### config.mk
export PLATFORM = sky130hd
export DESIGN_NAME = pipe_adder
export DESIGN_NICKNAME = d
export VERILOG_FILES = /design/src/rtl/adder_pkg.sv /design/src/rtl/adder_slice.sv /design/src/rtl/pipe_adder.sv
export SDC_FILE = /design/constraint.sdc
export NUM_CORES = 1
export LEC_CHECK = 0
export CAP_MARGIN = 20
export CELL_PAD_IN_SITES_DETAIL_PLACEMENT = 2
export CELL_PAD_IN_SITES_GLOBAL_PLACEMENT = 2
export CORE_MARGIN = 4
export CORE_UTILIZATION = 30
export CTS_BUF_LIST = sky130_fd_sc_hd__clkbuf_4
export DETAILED_ROUTE_END_ITERATION = 10
export GPL_ROUTABILITY_DRIVEN = 1
export GPL_TIMING_DRIVEN = 0
export HOLD_SLACK_MARGIN = 0.12
export PLACE_DENSITY = 0.71
export SYNTH_ARGS = -nofsm -noshare
export SYNTH_HDL_FRONTEND = slang
export SYNTH_HIERARCHICAL = 1
export SYNTH_SLANG_ARGS = --single-unit
export TNS_END_PERCENT = 30
### constraint.sdc
create_clock -name clk -period 5.3 [get_ports clk]
set_input_delay 0.53 -clock clk [delete_from_list [all_inputs] [get_ports clk]]
set_output_delay 0.53 -clock clk [all_outputs]
set_load 0.02 [all_outputs]
### src/rtl/adder_pkg.sv
// Shared constants for the pipelined adder.
//   DEFAULT_WIDTH  : default operand/sum width in bits
//   DEFAULT_STAGES : default pipeline depth
//   chunk_width()  : bits added per pipeline stage
package adder_pkg;

  localparam int unsigned DEFAULT_WIDTH  = 32;
  localparam int unsigned DEFAULT_STAGES = 4;

  // Guarded against a zero stage count so an illegal configuration reaches the
  // elaboration check in pipe_adder instead of a divide-by-zero.
  function automatic int unsigned chunk_width(input int unsigned width,
                                              input int unsigned stages);
    return (stages == 0) ? width : width / stages;
  endfunction

endpackage

### src/rtl/adder_slice.sv
// Combinational W-bit ripple-carry adder built from full-adder cells.
// Ports:
//   a, b     : W-bit addends
//   c        : carry in
//   sum      : W-bit sum
//   carryOut : carry out of bit W-1
module adder_slice #(
  parameter int unsigned W = 8
) (
  input  logic [W-1:0] a,
  input  logic [W-1:0] b,
  input  logic         c,
  output logic [W-1:0] sum,
  output logic         carryOut
);

  // Ripple the carry through one full-adder cell per bit.
  always_comb begin : ripple
    logic cy;
    cy  = c;
    sum = '0;
    for (int i = 0; i < W; i++) begin
      sum[i] = a[i] ^ b[i] ^ cy;
      cy     = (a[i] & b[i]) | (cy & (a[i] ^ b[i]));
    end
    carryOut = cy;
  end

endmodule

### src/rtl/pipe_adder.sv
// Pipelined WIDTH-bit adder: stage k adds chunk k of the operands plus the
// carry from stage k-1. Unprocessed operand chunks travel forward in skew
// registers and finished sum chunks in deskew registers, so every bit of a
// result appears at the output in the same cycle.
// Ports:
//   clk, rst            : clock, synchronous active-high reset
//   inValid / inReady   : operand handshake (inReady is combinational)
//   a, b, c             : operands and carry in
//   outValid / outReady : result handshake
//   sum, carryOut       : (a + b + c) mod 2^WIDTH and carry out of the MSB
//   overflow            : two's-complement overflow
module pipe_adder
  import adder_pkg::*;
#(
  parameter int unsigned WIDTH  = DEFAULT_WIDTH,
  parameter int unsigned STAGES = DEFAULT_STAGES
) (
  input  logic             clk,
  input  logic             rst,
  input  logic             inValid,
  output logic             inReady,
  input  logic [WIDTH-1:0] a,
  input  logic [WIDTH-1:0] b,
  input  logic             c,
  output logic             outValid,
  input  logic             outReady,
  output logic [WIDTH-1:0] sum,
  output logic             carryOut,
  output logic             overflow
);

  localparam int unsigned CHUNK = chunk_width(WIDTH, STAGES);

  if ((STAGES < 1) || (STAGES > WIDTH) ||
      ((WIDTH % ((STAGES < 1) ? 1 : STAGES)) != 0)) begin : g_bad_cfg
    $error("pipe_adder: WIDTH must be a multiple of STAGES, 1 <= STAGES <= WIDTH");
  end

  // Whole pipeline moves together whenever the output slot is free or drained.
  logic adv;
  assign adv     = !outValid || outReady;
  assign inReady = adv;

  for (genvar k = 0; k < STAGES; k++) begin : g_stage
    localparam int unsigned LO  = k * CHUNK;
    localparam int unsigned HI  = LO + CHUNK;
    localparam int unsigned REM = WIDTH - LO;

    logic [REM-1:0]   op_a;
    logic [REM-1:0]   op_b;
    logic             cin;
    logic             vin;
    logic [CHUNK-1:0] ps;
    logic             co;
    logic [HI-1:0]    psum_d;
    logic [HI-1:0]    psum_q;
    logic             carry_q;
    logic             valid_q;

    if (k == 0) begin : g_head
      assign op_a   = a;
      assign op_b   = b;
      assign cin    = c;
      assign vin    = inValid;
      assign psum_d = ps;
    end else begin : g_body
      assign op_a   = g_stage[k-1].g_skew.skew_a_q;
      assign op_b   = g_stage[k-1].g_skew.skew_b_q;
      assign cin    = g_stage[k-1].carry_q;
      assign vin    = g_stage[k-1].valid_q;
      assign psum_d = {ps, g_stage[k-1].psum_q};
    end

    adder_slice #(.W(CHUNK)) u_slice (
      .a        (op_a[CHUNK-1:0]),
      .b        (op_b[CHUNK-1:0]),
      .c        (cin),
      .sum      (ps),
      .carryOut (co)
    );

    // Stage valid bit, carry and deskewed partial sum.
    always_ff @(posedge clk) begin
      if (rst) begin
        valid_q <= 1'b0;
        carry_q <= 1'b0;
        psum_q  <= '0;
      end else if (adv) begin
        valid_q <= vin;
        carry_q <= co;
        psum_q  <= psum_d;
      end
    end

    if (k < STAGES - 1) begin : g_skew
      logic [REM-CHUNK-1:0] skew_a_q;
      logic [REM-CHUNK-1:0] skew_b_q;

      // Operand chunks still waiting for their stage.
      always_ff @(posedge clk) begin
        if (rst) begin
          skew_a_q <= '0;
          skew_b_q <= '0;
        end else if (adv) begin
          skew_a_q <= op_a[REM-1:CHUNK];
          skew_b_q <= op_b[REM-1:CHUNK];
        end
      end
    end else begin : g_tail
      logic ovf_q;

      // Carry into the MSB is a^b^sum at that bit; XOR with carry out gives overflow.
      always_ff @(posedge clk) begin
        if (rst) begin
          ovf_q <= 1'b0;
        end else if (adv) begin
          ovf_q <= op_a[REM-1] ^ op_b[REM-1] ^ ps[CHUNK-1] ^ co;
        end
      end
    end
  end

  assign outValid = g_stage[STAGES-1].valid_q;
  assign sum      = g_stage[STAGES-1].psum_q;
  assign carryOut = g_stage[STAGES-1].carry_q;
  assign overflow = g_stage[STAGES-1].g_tail.ovf_q;

endmodule

After elaboration in Yosys (flattened, before gate mapping)
Index checks and enable logic that the tools add are counted.
{ "op_classes": {"bitwise_logic": 162, "n_reduce_logical": 2} }
{ "ops": {"columns": ["operator", "count"], "rows": [
  ["XOR 1 bit", 66],
  ["AND 1 bit", 64],
  ["OR 1 bit", 32],
  ["zero test 1 bit", 1],
  ["logical OR 1 bit", 1]
]} }
{ "word_totals": {"regBits": 185, "in_bits": 69, "wordCells": 183} }

Logic depth before layout (Yosys ltp)
Gate-level depths: netlist of the first run.
{ "depth": {"ltp_word": 18, "ltp_mapped": 15} }

Cells and area by module
The synthesis of the first run kept the hierarchy.
{ "modules_own_cells": {"columns": ["mod", "instances", "cells_per_inst", "area_per_inst_um2", "seq_area_each_um2"], "rows": [
  ["pipe_adder", 1, 805, 6443.7, 3703.6],
  ["adder_slice", 4, 18, 197.7, 0.0]
]} }

Worst setup path before layout of the first run
OpenSTA, ideal clock, no wires.
{ "synth_timing": {"path_kind": "register to register", "start": "register g_stage[2].g_skew.skew_a_q[0]", "end": "register g_stage[3].g_tail.ovf_q, in the netlist overflow", "setup_time_ns": 0.086, "arrival_time_ns": 3.806, "required_ns": 5.214, "slack_ns": 1.409, "stages_incl_launch_ff": 16, "path_buffers": 0, "synth_period_minus_slack_ns": 3.891, "path_cell_list": "dfxtp_1 -> fa_1 -> inv_1 -> fa_1 -> inv_1 -> fa_1 -> fa_1 -> fa_1 -> fa_1 -> fa_1 -> inv_1 -> fa_1 -> inv_1 -> xor2_1 -> xnor2_1 -> a211oi_1"} }
{ "synth_via": {"elab_chain_cells": 18, "elab_cells_between_ends": 21, "cone_classes": "bitwise: 21"} }
{ "synth_lines": {"columns": ["item", "line", "rtl"], "rows": [
  ["from (decl)", "pipe_adder.sv:96", "logic [REM-CHUNK-1:0] skew_a_q;"],
  ["from (signal assigned)", "pipe_adder.sv:105", "skew_a_q <= op_a[REM-1:CHUNK];"],
  ["XOR 1 bit", "adder_slice.sv:24", "cy = (a[i] & b[i]) | (cy & (a[i] ^ b[i]));"],
  ["AND 1 bit", "adder_slice.sv:24", null],
  ["OR 1 bit *", "adder_slice.sv:24", null],
  ["AND 1 bit *", "adder_slice.sv:24", null],
  ["OR 1 bit *", "adder_slice.sv:24", null],
  ["AND 1 bit *", "adder_slice.sv:24", null],
  ["OR 1 bit *", "adder_slice.sv:24", null],
  ["AND 1 bit *", "adder_slice.sv:24", null],
  ["(+2 left out)", null, null],
  ["OR 1 bit *", "adder_slice.sv:24", null],
  ["AND 1 bit *", "adder_slice.sv:24", null],
  ["OR 1 bit *", "adder_slice.sv:24", null],
  ["AND 1 bit *", "adder_slice.sv:24", null],
  ["OR 1 bit *", "adder_slice.sv:24", null],
  ["XOR 1 bit *", "adder_slice.sv:23", "sum[i] = a[i] ^ b[i] ^ cy;"],
  ["net g_stage[3].ps[7]", "pipe_adder.sv:53", "logic [CHUNK-1:0] ps;"],
  ["XOR 1 bit * (2 in a row)", "pipe_adder.sv:117", "ovf_q <= op_a[REM-1] ^ op_b[REM-1] ^ ps[CHUNK-1] ^ co;"],
  ["to (signal assigned)", "pipe_adder.sv:117", null],
  ["to (decl)", "pipe_adder.sv:110", "logic ovf_q;"]
]} }
Mark *: on every way through the listed nets, which the timed path passes. The rest lies on a longest branch.
A chain may end at the register's enable or synchronous reset.

Worst setup path after layout of the first run
Same ends and word-level chain as after synthesis.

==> results.md, run 1 <==
- Max Cap Viol: 0
- CP required: between 5000 and 6000 ps
- Clock sink total: ~190
- Clock slew at reported path FFs: between 150 and 200 ps
- Core Footprint: around 0.024 sq mm
- Clock root cell: clkbuf_4
- Netlist cell types: 16
- Pre-CTS setup slack: 910 ps
- Largest net degree at the start of global routing: 17
- Vias post-DR: a little under 6000
- FMAX: 237 MHz
- Minimum clock period: ~4200 ps
- Hpwl dp: 15600 um
- H-tree depth: 4
- Nets@finish: 1100
- Die area: 0.0267 sq mm
- Clock Path Buffers: 2
- Post-Layout Cell Count: between 1000 and 1500
- Buffer count from post-CTS setup fixing: 0
- Die width: approximately 160 um
- Register bit total from synthesis: ~190
- Finished Core Util: 0.379
- Leakage: 0.00352 uW
- Final ANT Viol Nets: 0
- Fill cell count: 2716
- CP Launch Type: flip-flop
- Remaining global-route overflow: 0
- Top Ports: ~110
- Setup slack after layout: roughly 1100 ps
- Status: complete, no violations
- Type of the worst min-delay path: reg -> reg
- Setup crit end kind: flip-flop
- Endpoints failing setup: 0
- Reg area: 0.00370 sq mm
- Resize count post-CTS: 0
- CP arrival: 4720 ps
- Fraction of layout cells with a size suffix above 1: 0.0722
- Synth Instances: roughly 880
- Row cnt: 56
- Layout area overhead: 23.6%
- Most common cell after layout, fill and taps aside: nand2_1
- Fin Setup TNS: 0 ps
- Wirelength per Cell: roughly 15 um
- Total Power: about 2600 uW
- Global-route wire length before repair: about 34000 um
- Die H: 163 um
- Fin. max-slew vios: 0
- Period utilization: 0.796
- Power Dens Cells: roughly 290 mW/mm^2
- RSZ-0062 raised after global routing: false
- Vias in the first global route: roughly 6300
- Initial Utilization: 0.306
- Clock Latency Late Sink: about 570 ps
- Placed cells: roughly 1300
- Starting DRT DRC Count: about 230
- Worst Tran Pin Value: 606 ps
- Hold_buf cts: 0
- Critical path class: reg -> reg
- First-pass DRT Iterations: 4
- CP max FO: 2
- Slew HR: 0.596
- Port bufs: between 100 and 150
- Clock skew: 31.6 ps
- Routed WL: between 20000 and 25000 um
- Tot GR Track Use: 0.159
- Multi-input logic area: 0.00299 sq mm
- Mean Syn Cell Area: a little over 8 sq um
- Final number of hold-violating endpoints: 0
- RD Place Congestion: ~0.7
- Worst IR drop on VDD: 0.000145 V
- Via-to-Cell Ratio: approximately 4.4
- Yosys warns: 6
- Sequential share of the synthesized area: 0.512
- Most frequent cells in the layout: nand2_1 (366), dfxtp_1 (185), a21oi_1 (183)
- CTS tree: built
- Cell Area, Synth: just over 0.007 sq mm
- Post-synthesis net count: between 900 and 1000
- Initial antenna violation count: 1
- DRC: 0
- Number of CTS-inserted buffers: 17
-- routing by layer --
metal	up-vias	global-route usage	wire, um
li1	2991	-	-
met4	0	0.0366	174
met1	2829	0.229	10700
met2	79	0.251	9060
met3	15	0.0285	571
met5	-	0	0
-- where the power goes --
group / internal, uW / switching (uW)
Clock: 288 / 506
Combinational: 129 / 139
Sequential: 1470 / 51.2
-- cells in the mapped netlist, drive strengths merged --
master    n  area share
nand2   366        0.19
dfxtp   185        0.51
a21oi   183        0.13
buf      48       0.046
inv      40       0.021
fa       32       0.089
clkbuf   14      0.0073
nor2      3      0.0016
xor2      2      0.0024
a211oi    1      0.0010
clkinv    1     0.00069
nor2b     1      0.0019
xnor2     1      0.0012
-- registers in the layout (all words and copies together) (netlist names) --
| name | cells |
|---|---|
| carryOut | 1 |
| g_stage.carry_q | 3 |
| g_stage.g_skew.skew_a_q | 48 |
| g_stage.g_skew.skew_b_q | 48 |
| g_stage.psum_q | 48 |
| g_stage.valid_q | 3 |
| outValid | 1 |
| overflow | 1 |
| sum | 32 |
-- worst max-delay path, cell delays in order (launching register included) --
cell	delay, ps
dfxtp_1	360
fa_1	410
inv_1	70
fa_1	150
inv_1	50
fa_1	370
fa_1	400
fa_1	380
fa_1	390
fa_1	460
inv_1	110
fa_1	430
inv_1	110
xor2_1	180
xnor2_1	90
a211oi_1	210
-- kinds of logic after synthesis --
group,count (synthesis),share of synthesized area
xor gates and xnor gates,3,0.00363
AOI/OAI and AO/OA,184,0.128
DFF,185,0.512
adders and majority gates,32,0.0886
and+or+nand+nor,370,0.193
buffers and inverters,103,0.0749
-- worst paths after layout --
path | start | end | cells past startpoint | slack [ps]
setup / recovery | g_stage[2].g_skew.skew_a_q[0] | overflow | 15 | 1080
hold / removal | g_stage[0].g_skew.skew_a_q[20] | g_stage[1].g_skew.skew_a_q[12] | 2 | 460
setup reg to reg | g_stage[2].g_skew.skew_a_q[0] | overflow | 15 | 1080
hold reg to reg | g_stage[0].g_skew.skew_a_q[20] | g_stage[1].g_skew.skew_a_q[12] | 2 | 460
-- per-stage QoR --
step / hold slack [ps] / cell area (sq um)
finish: 463 / 8940
detailed placement: 448 / 8660
CTS: 437 / 8940
global placement: 439 / 8660
global route: 438 / 8940
floorplan: 432 / 7230
-- layout make-up --
cell class,instances,area share
inverter,41,0.0173
buffer,62,0.0432
antenna,1,0.000280
tap,319,0.0446
multi-input combinational,589,0.334
clock buffer,18,0.0151
timing repair buffer,103,0.115
sequential,185,0.414
clock inverter,13,0.0159
No activity file was read; power rests on OpenSTA's default activity.
==> inputs of run 2 (changes only) <==
PLACE_DENSITY = 0.74   (was 0.71)
clock period = 3.67 ns   (was 5.3 ns; I/O delays follow)
==> results.md, run 2 (synthesis gave the netlist of run 1 again) <==
- Status: finished, violations left
- Failing checks: negative setup slack
- Global-route wire length before repair: 33600 um
- Die width: 163 um
- Cells along the critical path: fa_2, inv_2, fa_1, inv_1, fa_2, fa_2, fa_2, fa_2, fa_2, inv_2, fa_1, inv_2, xor2_2, xnor2_1, a211oi_1
- Minimum clock period: 3880 ps
- Fin Setup TNS: -414 ps
- R2r worst-path depth: 15
- Clock skew: roughly 25 ps
- Setup crit end kind: flip-flop
- Setup slack after layout: -209 ps
- Final number of hold-violating endpoints: 0
- Slew HR: 0.583
- CP arrival: 4380 ps
- CP max FO: 2
- H-tree depth: 4
- Worst IR drop on VDD: between 0.00015 and 0.0002 V
- Max Cap Viol: 0
- CTS tree: built
- Reg-to-reg slack, setup: -210 ps
- Clock sink total: around 190
- Number of CTS-inserted buffers: 17
- Endpoints failing setup: 3
- First-pass DRT Iterations: 4
- Fin. max-slew vios: 0
- Final Instance Area: about 0.0090 sq mm
- Hold_buf cts: 0
- RSZ-0062 raised after global routing: true
- Setup crit end: overflow
- Area after DPL: roughly 0.0087 sq mm
- RR Endpoint: overflow
- Largest net degree at the start of global routing: 17
- Port bufs: between 100 and 150
- Clock root cell: clkbuf_4
- Type of the worst min-delay path: in -> reg
- Starting DRT DRC Count: between 150 and 200
- Initial Utilization: 0.306
- Largest regs: g_stage.g_skew.skew_a_q x48, g_stage.g_skew.skew_b_q x48, g_stage.psum_q x48
- Routed WL: between 20000 and 25000 um
- Vias post-DR: around 6000
- Layout area overhead: 24.8%
- Core Footprint: 0.0236 sq mm
- CP max stage cell: fa_1
- Leakage: 0.00352 uW
- Clock slew at reported path FFs: 150 ps
- Most used cell, CP: fa_2
- RD Place Congestion: 0.725
- Critical path class: reg -> reg
- Remaining global-route overflow: 0
- Worst setup startpoint: g_stage[2].g_skew.skew_a_q[0]
- Die area: about 0.027 sq mm
- Row cnt: 56
- Fill cell count: ~2700
- Hold WS: approximately 330 ps
- Nets@finish: about 1100
- Clock Latency Late Sink: about 570 ps
- Wirelength per Cell: about 15 um
- Most frequent cells in the layout: nand2_1 (366), dfxtp_1 (182), a21oi_1 (181)
- Reg2reg start: g_stage[2].g_skew.skew_a_q[0]
- Worst Tran Pin Value: around 630 ps
- Power Dens Cells: between 400 and 500 mW/mm^2
- Hpwl dp: roughly 16000 um
- Vias in the first global route: about 6400
- Top Ports: between 100 and 150
- Period utilization: 1.06
- Tot GR Track Use: 0.160
- Die H: between 150 and 200 um
- CP Launch Type: flip-flop
- Clock Path Buffers: 2
- Fraction of layout cells with a size suffix above 1: 0.0947
- FMAX: between 200 and 300 MHz
- Via-to-Cell Ratio: about 4.5
- CP required: approximately 4200 ps
- Most common cell after layout, fill and taps aside: nand2_1
- DRC: 0
- Initial antenna violation count: 1
- CP peak stage delay: ~430 ps
- Final ANT Viol Nets: 0
[run 2: cell types whose count changed in the layout (fill, tap and decap cells not counted), moves of 2 or more]
cell      change
inv_2         +3
buf_4         +2
fa_2         +11
fa_1         -11
a21oi_2       +2
dfxtp_2       +3
inv_1         -3
a21oi_1       -2
clkinv_2      +2
dfxtp_1       -3
[run 2: per-layer routing]
layer | vias up | track usage | share of wire
met4 | 0 | 0.0423 | 0.0097
li1 | 3002 | - | -
met2 | 78 | 0.266 | 0.47
met1 | 2878 | 0.216 | 0.49
met3 | 13 | 0.0267 | 0.030
met5 | - | 0 | 0
[run 2: repair_timing]
action	CTS	global route
setup buffers	2	0
pin swaps	4	5
setup endpoints to repair	4	5
gates resized for setup	11	5
[run 2: metrics by stage]
| step | utilization | instances | worst slack, ps | power [uW] |
|---|---|---|---|---|
| 2_1_floorplan | - | 877 | -80.0 | 2430 |
| 3_3_place_gp | 0.367 | 1299 | -526 | 2620 |
| 3_5_place_dp | 0.367 | 1299 | -561 | 2630 |
| 4_1_cts | 0.382 | 1333 | -341 | 3850 |
| 5_1_grt | 0.382 | 1334 | -313 | 3990 |
| 6_report | 0.382 | 1334 | -209 | 3790 |
[run 2: worst min-delay path by stage]
stage / from / to / cells past startpoint
2_1_floorplan: g_stage[0].g_skew.skew_a_q[1] / g_stage[0].g_skew.skew_a_q[1] / 2
3_3_place_gp: sum[3] / sum[3] / 2
3_5_place_dp: g_stage[0].g_skew.skew_b_q[11] / g_stage[0].g_skew.skew_b_q[11] / 2
4_1_cts: a[31] / g_stage[0].g_skew.skew_a_q[23] / 3
5_1_grt: a[31] / g_stage[0].g_skew.skew_a_q[23] / 3
6_report: a[31] / g_stage[0].g_skew.skew_a_q[23] / 3
[run 2: worst max-delay path, delay by kind of cell (launching register included)]
kind                       cells  cell delay [ps]
DFF                            1              370
AOI/OAI and AO/OA              1              210
adders and majority gates      8             2720
buffers and inverters          4              290
xor gates and xnor gates       2              220
[run 2: final cells by class]
cell class	count	area, sq um	area share
clock buffer	17	128	0.0141
timing repair buffer	105	1050	0.116
multi-input combinational	589	3030	0.336
clock inverter	15	174	0.0193
tap	319	399	0.0442
sequential	185	3710	0.411
inverter	41	155	0.0172
antenna	1	2.50	0.000277
buffer	62	387	0.0428
[run 2: power by group]
part           internal (uW)  total (uW)  switching [uW]
registers               2120        2200            77.0
clock network            475        1200             729
logic                    189         389             200
